--- config.mk ---
export PLATFORM = sky130hd
export DESIGN_NAME = serial_subtractor
export DESIGN_NICKNAME = d
export VERILOG_FILES = /design/src/rtl/serial_arith_pkg.sv /design/src/rtl/serial_subtractor_subtract_slice.sv /design/src/rtl/serial_subtractor.sv
export SDC_FILE = /design/constraint.sdc
export NUM_CORES = 1
export LEC_CHECK = 0
export ABC_AREA = 1
export CAP_MARGIN = 20
export CORE_AREA = 2 2 146 148
export DETAILED_ROUTE_END_ITERATION = 16
export DIE_AREA = 0 0 148 150
export PLACE_DENSITY_LB_ADDON = 0.08
export SLEW_MARGIN = 5
export SYNTH_ARGS = -nofsm -noshare
export SYNTH_HDL_FRONTEND = slang
export SYNTH_HIERARCHICAL = 1
export SYNTH_SLANG_ARGS = --single-unit
--- constraint.sdc ---
create_clock -name clock -period 7.6 [get_ports clock]
set_input_delay 0.76 -clock clock [delete_from_list [all_inputs] [get_ports clock]]
set_output_delay 0.76 -clock clock [all_outputs]
set_load 0.01 [all_outputs]
--- src/rtl/serial_arith_pkg.sv ---
// Shared definitions for the serial arithmetic datapath blocks: FSM encoding,
// default operand geometry and the helpers that derive the step count.
package serial_arith_pkg;

    localparam int DEF_WIDTH = 32;
    localparam int DEF_STEP  = 4;

    typedef enum logic [1:0] {
        IDLE = 2'd0,
        BUSY = 2'd1,
        DONE = 2'd2
    } state_t;

    // Number of BUSY cycles needed to sweep an operand of the given width.
    function automatic int calc_n(input int width, input int step);
        return width / step;
    endfunction

    // Counter width; never below one bit so a single-step build still elaborates.
    function automatic int calc_cnt_w(input int n);
        return (n <= 1) ? 1 : $clog2(n);
    endfunction

endpackage

--- src/rtl/serial_subtractor_subtract_slice.sv ---
// Combinational STEP-bit full subtractor: a + ~b + carry_in, where carry_out=0
// means the slice had to borrow from the next higher slice.
module subtract_slice #(
    parameter int STEP = 4
) (
    input  logic [STEP-1:0] a_slice,
    input  logic [STEP-1:0] b_slice,
    input  logic            carry_in,
    output logic [STEP-1:0] diff_slice,
    output logic            carry_out
);

    logic [STEP:0] w_sum;

    assign w_sum      = {1'b0, a_slice} + {1'b0, ~b_slice} + {{STEP{1'b0}}, carry_in};
    assign diff_slice = w_sum[STEP-1:0];
    assign carry_out  = w_sum[STEP];

endmodule

--- src/rtl/serial_subtractor.sv ---
// Multi-cycle unsigned subtractor: consumes STEP bits of a and b per BUSY cycle,
// LSB first, and presents diff/borrow/zero behind a valid/ready handshake.
module serial_subtractor
    import serial_arith_pkg::*;
#(
    parameter int WIDTH = DEF_WIDTH,
    parameter int STEP  = DEF_STEP
) (
    input  logic             clock,
    input  logic             reset,
    input  logic             io_in_valid,
    output logic             io_in_ready,
    input  logic [WIDTH-1:0] io_in_a,
    input  logic [WIDTH-1:0] io_in_b,
    output logic             io_out_valid,
    input  logic             io_out_ready,
    output logic [WIDTH-1:0] io_out_diff,
    output logic             io_out_borrow,
    output logic             io_out_zero
);

    localparam int N     = calc_n(WIDTH, STEP);
    localparam int CNT_W = calc_cnt_w(N);

    generate
        if ((WIDTH % STEP) != 0 || STEP <= 0) begin : g_bad_geometry
            $error("serial_subtractor: WIDTH must be a positive multiple of STEP");
        end
    endgenerate

    state_t             r_state;
    logic [WIDTH-1:0]   r_a;
    logic [WIDTH-1:0]   r_b;
    logic [WIDTH-1:0]   r_diff;
    logic               r_carry;
    logic [CNT_W-1:0]   r_count;
    logic               r_out_valid;
    logic [WIDTH-1:0]   r_diff_out;
    logic               r_borrow;
    logic               r_zero;

    logic [STEP-1:0]    w_slice_diff;
    logic               w_slice_carry;
    logic [WIDTH-1:0]   w_diff_next;
    logic               w_load;
    logic               w_last;

    subtract_slice #(
        .STEP(STEP)
    ) u_slice (
        .a_slice    (r_a[STEP-1:0]),
        .b_slice    (r_b[STEP-1:0]),
        .carry_in   (r_carry),
        .diff_slice (w_slice_diff),
        .carry_out  (w_slice_carry)
    );

    // New slice enters at the MSB end; after N shifts the LSB slice lands at bit 0.
    assign w_diff_next = (r_diff >> STEP) | (WIDTH'(w_slice_diff) << (WIDTH - STEP));
    assign w_last      = (r_count == CNT_W'(N - 1));

    // DONE accepts new operands in the same cycle the result is taken: no bubble.
    assign io_in_ready = !reset && ((r_state == IDLE) ||
                                    ((r_state == DONE) && io_out_ready));
    assign w_load      = io_in_valid && io_in_ready;

    assign io_out_valid  = r_out_valid;
    assign io_out_diff   = r_diff_out;
    assign io_out_borrow = r_borrow;
    assign io_out_zero   = r_zero;

    always_ff @(posedge clock or posedge reset) begin
        if (reset) begin
            r_state     <= IDLE;
            r_a         <= '0;
            r_b         <= '0;
            r_diff      <= '0;
            r_carry     <= 1'b1;
            r_count     <= '0;
            r_out_valid <= 1'b0;
            r_diff_out  <= '0;
            r_borrow    <= 1'b0;
            r_zero      <= 1'b0;
        end else begin
            case (r_state)
                IDLE: begin
                    if (w_load) begin
                        r_a     <= io_in_a;
                        r_b     <= io_in_b;
                        r_diff  <= '0;
                        r_carry <= 1'b1;
                        r_count <= '0;
                        r_state <= BUSY;
                    end
                end
                BUSY: begin
                    r_a     <= r_a >> STEP;
                    r_b     <= r_b >> STEP;
                    r_diff  <= w_diff_next;
                    r_carry <= w_slice_carry;
                    r_count <= r_count + CNT_W'(1);
                    if (w_last) begin
                        r_state     <= DONE;
                        r_out_valid <= 1'b1;
                        r_diff_out  <= w_diff_next;
                        r_borrow    <= ~w_slice_carry;
                        r_zero      <= (w_diff_next == '0);
                    end
                end
                DONE: begin
                    if (io_out_ready) begin
                        r_out_valid <= 1'b0;
                        if (w_load) begin
                            r_a     <= io_in_a;
                            r_b     <= io_in_b;
                            r_diff  <= '0;
                            r_carry <= 1'b1;
                            r_count <= '0;
                            r_state <= BUSY;
                        end else begin
                            r_state <= IDLE;
                        end
                    end
                end
                default: begin
                    r_state     <= IDLE;
                    r_out_valid <= 1'b0;
                end
            endcase
        end
    end

endmodule

Word-level counts from Yosys, hierarchy flattened
Index checks and enable logic that the tools add are counted.
Widths: inputs -> output; s select.

word-level totals
  logic and storage cells = 58
  output and inout bits = 36
  bits in registers = 137

operators by class
  reductions and logical operators = 12
  bitwise gates (word level) = 4
  add/subtract/negate cells = 3
  multiplexer cells = 23
  equal/unequal tests = 6

operator list
  kind                 number
  $pmux 32 s3          3
  $mux 32              6
  $logic_not 32->1     1
  $or 28x32->32        1
  $pmux 3 s3           1
  $mux 2               3
  $mux 3               2
  $ne 2x2->1 const B   3
  $pmux 1 s3           2
  $pmux 2 s3           1
  $reduce_and 3->1     2
  $add 4x4->5          1
  $add 5x1->5          1
  $mux 1               5
  $not 4->4            1
  $reduce_and 2->1     2
  $add 3x1->3 const B  1
  $eq 3x3->1 const B   1
  $logic_and 1x1->1    3
  $reduce_bool 3->1    1
  $eq 2x1->1 const B   1
  $eq 2x2->1 const B   1
  $logic_not 2->1      1
  $not 1->1            2
  2 further kinds      2

Depth between registers and ports, before layout
  depth in word-level cells = 8
  mapped depth = 12
  gate-level depth less buffers = 12

Modules after synthesis
The synthesis kept the hierarchy.

by module, submodules not included
  module             area each (µm²)  times used  cells each  sequential area each (µm²)
  serial_subtractor  5973.2           1           733         3329.4
  subtract_slice     155.1            1           22          0.0

Worst setup path after synthesis
Ideal clock, no wire load.

  kind = input to output
  start point = in reset
  end point = out io_in_ready
  setup slack = 2.881 ns
  stages on the path = 2
  arrival time = 3.959 ns
  data required time = 6.840 ns
  path through = inv_1 and2_1

on the way
  cells in the longest elaborated chain, start to end = 2

RTL lines
  item                              RTL line                 RTL
  start, declared                   serial_subtractor.sv:10  input logic reset,
  $logic_not 1->1 (no source line)  -
  $logic_and 1x1->1                 serial_subtractor.sv:63  assign io_in_ready = !reset && ((r_state == IDLE) ||
  end, declared                     serial_subtractor.sv:12  output logic io_in_ready,

No other way between the ends.

Final worst setup path
Ends and elaborated chain as after synthesis.

==> summary.md <==
The horizontal extent of the die came out at 148 um. The launch instance of the worst register-to-register path is r_count[0]$_DFFE_PP0P_. Final period demand of the worst path: 3.36 ns. After clock tree synthesis, the setup repair step added 0 buffers. Share of layout cells above drive strength 1: 5.50%.

Cell accounting for the most synthesized area: dfrtp_1. In this run, post-CTS repair resized a total of 0 instances. The post-synthesis sequential element count is 133, and the wire length of the first global-routing pass is 23500 um. The mapped netlist covers 6130 um2. For the pin with the worst max-slew slack, the measured transition is 1.06 ns.

The first detailed-routing pass took 4 iterations. The run gives 0 as the reported max-cap violation count. The floorplan has 53 rows.

Number of global-route vias before repair: 4845. The kind of critical path is in -> out. The tools report the kind of end point of the critical path as an output port. Sorting the synthesized cells by area gives the leading types as dfrtp_1 (54%), nand2_1 (19%), o21ai_1 (5.8%). The run gives 5.28 ns as the slack of the worst reg-to-reg path. Hold repair after CTS inserted 0 buffers. For the core area, the log shows 20700 um2. STA classifies the critical path startpoint as a primary input. The tools report the first element of the critical path as reset. Combined buffer and inverter count along the critical path: 3. In this run the tightest slew margin relative to its limit is 29.3%.

After filler insertion, the fill cell instance count of the layout stands at 2214. The net count reported at finish was 917. The worst hold path passes through 2 cells.

Post-DP HPWL: 9150 um. For this design the static power due to leakage is 3.86 nW. Sequential cells were found to cover 54.3% of the synthesized design area. Setup repair after global routing left no endpoint under its margin. The commonest non-fill, non-tap cell in the layout is nand2_1. For the total overflow reported by the global router, the log shows 0. The final sum of negative setup slack came out at 0 ns.

The startpoint of the most critical hold path was r_a[0]$_DFFE_PP0P_. Kind of path behind the tightest hold check: reg -> reg. After synthesis, the netlist uses 26 different library cells. The routability-driven placement congestion ratio came out at 0.672. The area growth from synthesis to layout was 28.6%. For the number of standard cells after synthesis, the log shows 755. The die height is 150 um, and the count of clock tree sinks is 133. The tools report the total number of vias as 4797. TritonCTS built the clock tree. The routed length per instance was 12.3 um. The post-synthesis average cell area came out at 8.12 um2. The largest individual stage delay along the critical path comes from the cell inv_6. Among cell families on the critical path, the largest total delay comes from buffers and inverters.

The tools report the number of inserted diodes as 0. For this run, design rule violations remaining after detail routing come to 0. The critical path goes through clkdlybuf4s50_1, inv_6, and2_1, clkdlybuf4s50_1.

Measured in cells, the most critical reg-to-reg path has a length of 6. The end point of the most critical hold path was r_a[0]$_DFFE_PP0P_. The worst reg2reg path endpoint is io_out_diff[4]$_DFFE_PP0P_.

Buffers placed on the I/O ports in this run total 103. Timing would allow up to 298 MHz. The clock reaches the later pin of the worst-skew pair after 0.41 ns.

Setup skew after layout: 0.00926 ns. In this run the power density over the cells is 433 nW/um2. After the first detailed-routing iteration, the DRC count stood at 291.

The final antenna-violating net count is 0. Global routing used 13.2% of the available tracks. The run gives 22200 um2 as the total die area. The number of stages on the worst setup path was 4; the largest net degree at the start of global routing was 114. The area share of the leading cell type in the synthesized netlist was 53.9%; the maximum level of the CTS H-tree was 4.

In this run, CTS created clock tree buffers numbering 17. Dividing the final minimum period by the clock period gives 44.2%. After detailed routing, the total wire length is 13900 um. No sink is reached through more buffers than the 2 on the longest clock path. The data required time of the worst path is 6.84 ns, and the clock edge transition at the registers on the reported setup and hold paths is 0.06 ns. The maximum fanout count along the critical path came out at 88. The tools report the worst path arrival time as 2.60 ns. VDD sags by at most 0.000222 V.

The initial antenna violation count was 0; the initial standard-cell utilization of the core was 29.6%. Number of pins with negative max-slew slack in the final report: 0. Leaving out fill and tap cells, the most frequent cells in the layout are nand2_1 (317), dfrtp_1 (132), clkdlybuf4s50_1 (103). The number of nets in the synthesized netlist is 830.

The most numerous cell on the critical path is clkdlybuf4s50_1. After detailed placement, the total cell area comes to 7230 um2. The flow ran to the end, and the final reports show no timing, DRC or antenna violations.

The vias per cell is 4.25. The cell sitting at the root of the clock tree is a clkbuf_16. The run gives 7880 um2 as the final instance area. Yosys printed 6 warnings. The delay contributed by the slowest stage of the critical path was 0.59 ns; the top-level port count was 104. The final count of negative-setup-slack endpoints is 0, and the final count of hold timing violations is 0.
==> cell type report <==
class / instances / area [um2] / share of cell area (%)
clock buffer: 21 / 480 / 6.10
clock inverter: 11 / 173 / 2.19
inverter: 88 / 335 / 4.25
multi-input combinational: 495 / 2160 / 27.4
sequential: 133 / 3330 / 42.2
tap: 275 / 344 / 4.37
timing repair buffer: 107 / 1060 / 13.5
==> logic make-up (layout without fill, tap and decap cells) <==
kind of cell               Yosys count  after routing  synth area share, %
xor gates and xnor gates             1              1                0.143
adders and majority gates            7              7                 1.67
buffers and inverters              127            227                 10.5
DFF                                133            133                 54.3
and+or+nand+nor                    356            356                 22.4
AOI/OAI and AO/OA                  131            131                 11.0
==> routing by layer <==
layer  up-vias  wire, um  track usage [%]
met1      2190      6960             18.5
met3        13       535             2.90
met2        97      6170             20.4
li1       2497         -                -
met5         -         0                0
met4         0       182             4.57
==> flip-flops by register name, summed over array words and instances, names as in the netlist <==
register       flops
io_out_borrow      1
io_out_diff       32
r_b               32
r_carry            1
r_count            3
r_a               32
r_state            2
io_out_zero        1
io_out_valid       1
r_diff            28
==> worst max path at each step <==
stage,end
detailed placement,r_b[24]$_DFFE_PP0P_
floorplan,io_in_ready
CTS,io_in_ready
global placement,r_a[27]$_DFFE_PP0P_
global route,io_in_ready
finish,io_in_ready
==> synthesized netlist by cell type <==
cell,count
nand2_1,317
dfrtp_1,132
nor2_1,28
nand3_1,6
o21ai_0,51
buf_4,5
o21ai_1,71
clkbuf_1,11
nand2_4,2
buf_6,17
o21a_1,1
and2_1,1
a21oi_1,3
inv_1,85
buf_8,1
o21ai_2,1
nand3_2,2
dfstp_2,1
inv_2,3
a21oi_2,1
ha_1,5
buf_2,5
o21bai_1,2
xor2_1,1
o31ai_1,1
fa_1,2
==> per-stage QoR <==
stage          power, mW  worst slack, ns  cells  hold WS [ns]  util [%]
6_report            3.41             4.24   1130         0.477      38.1
3_3_place_gp        2.53             4.14   1098         0.461      34.9
5_1_grt             3.73             4.05   1130         0.497      38.1
4_1_cts             3.47             4.17   1130         0.479      38.1
2_1_floorplan       2.21             2.88    755         0.442         -
3_5_place_dp        2.56             4.08   1098         0.464      34.9
==> report_power, final <==
part | total (mW) | internal [mW] | switching [mW]
clock | 0.892 | 0.585 | 0.307
combinational | 1.35 | 0.516 | 0.831
sequential | 1.17 | 1.02 | 0.153
total | 3.41 | 2.12 | 1.29
==> tightest hold or removal path, cell delays in order (launching register included) <==
cell	delay, ns
dfrtp_1	0.35
nand2_1	0.05
nand2_1	0.05
No activity file was read; power rests on OpenSTA's default activity.
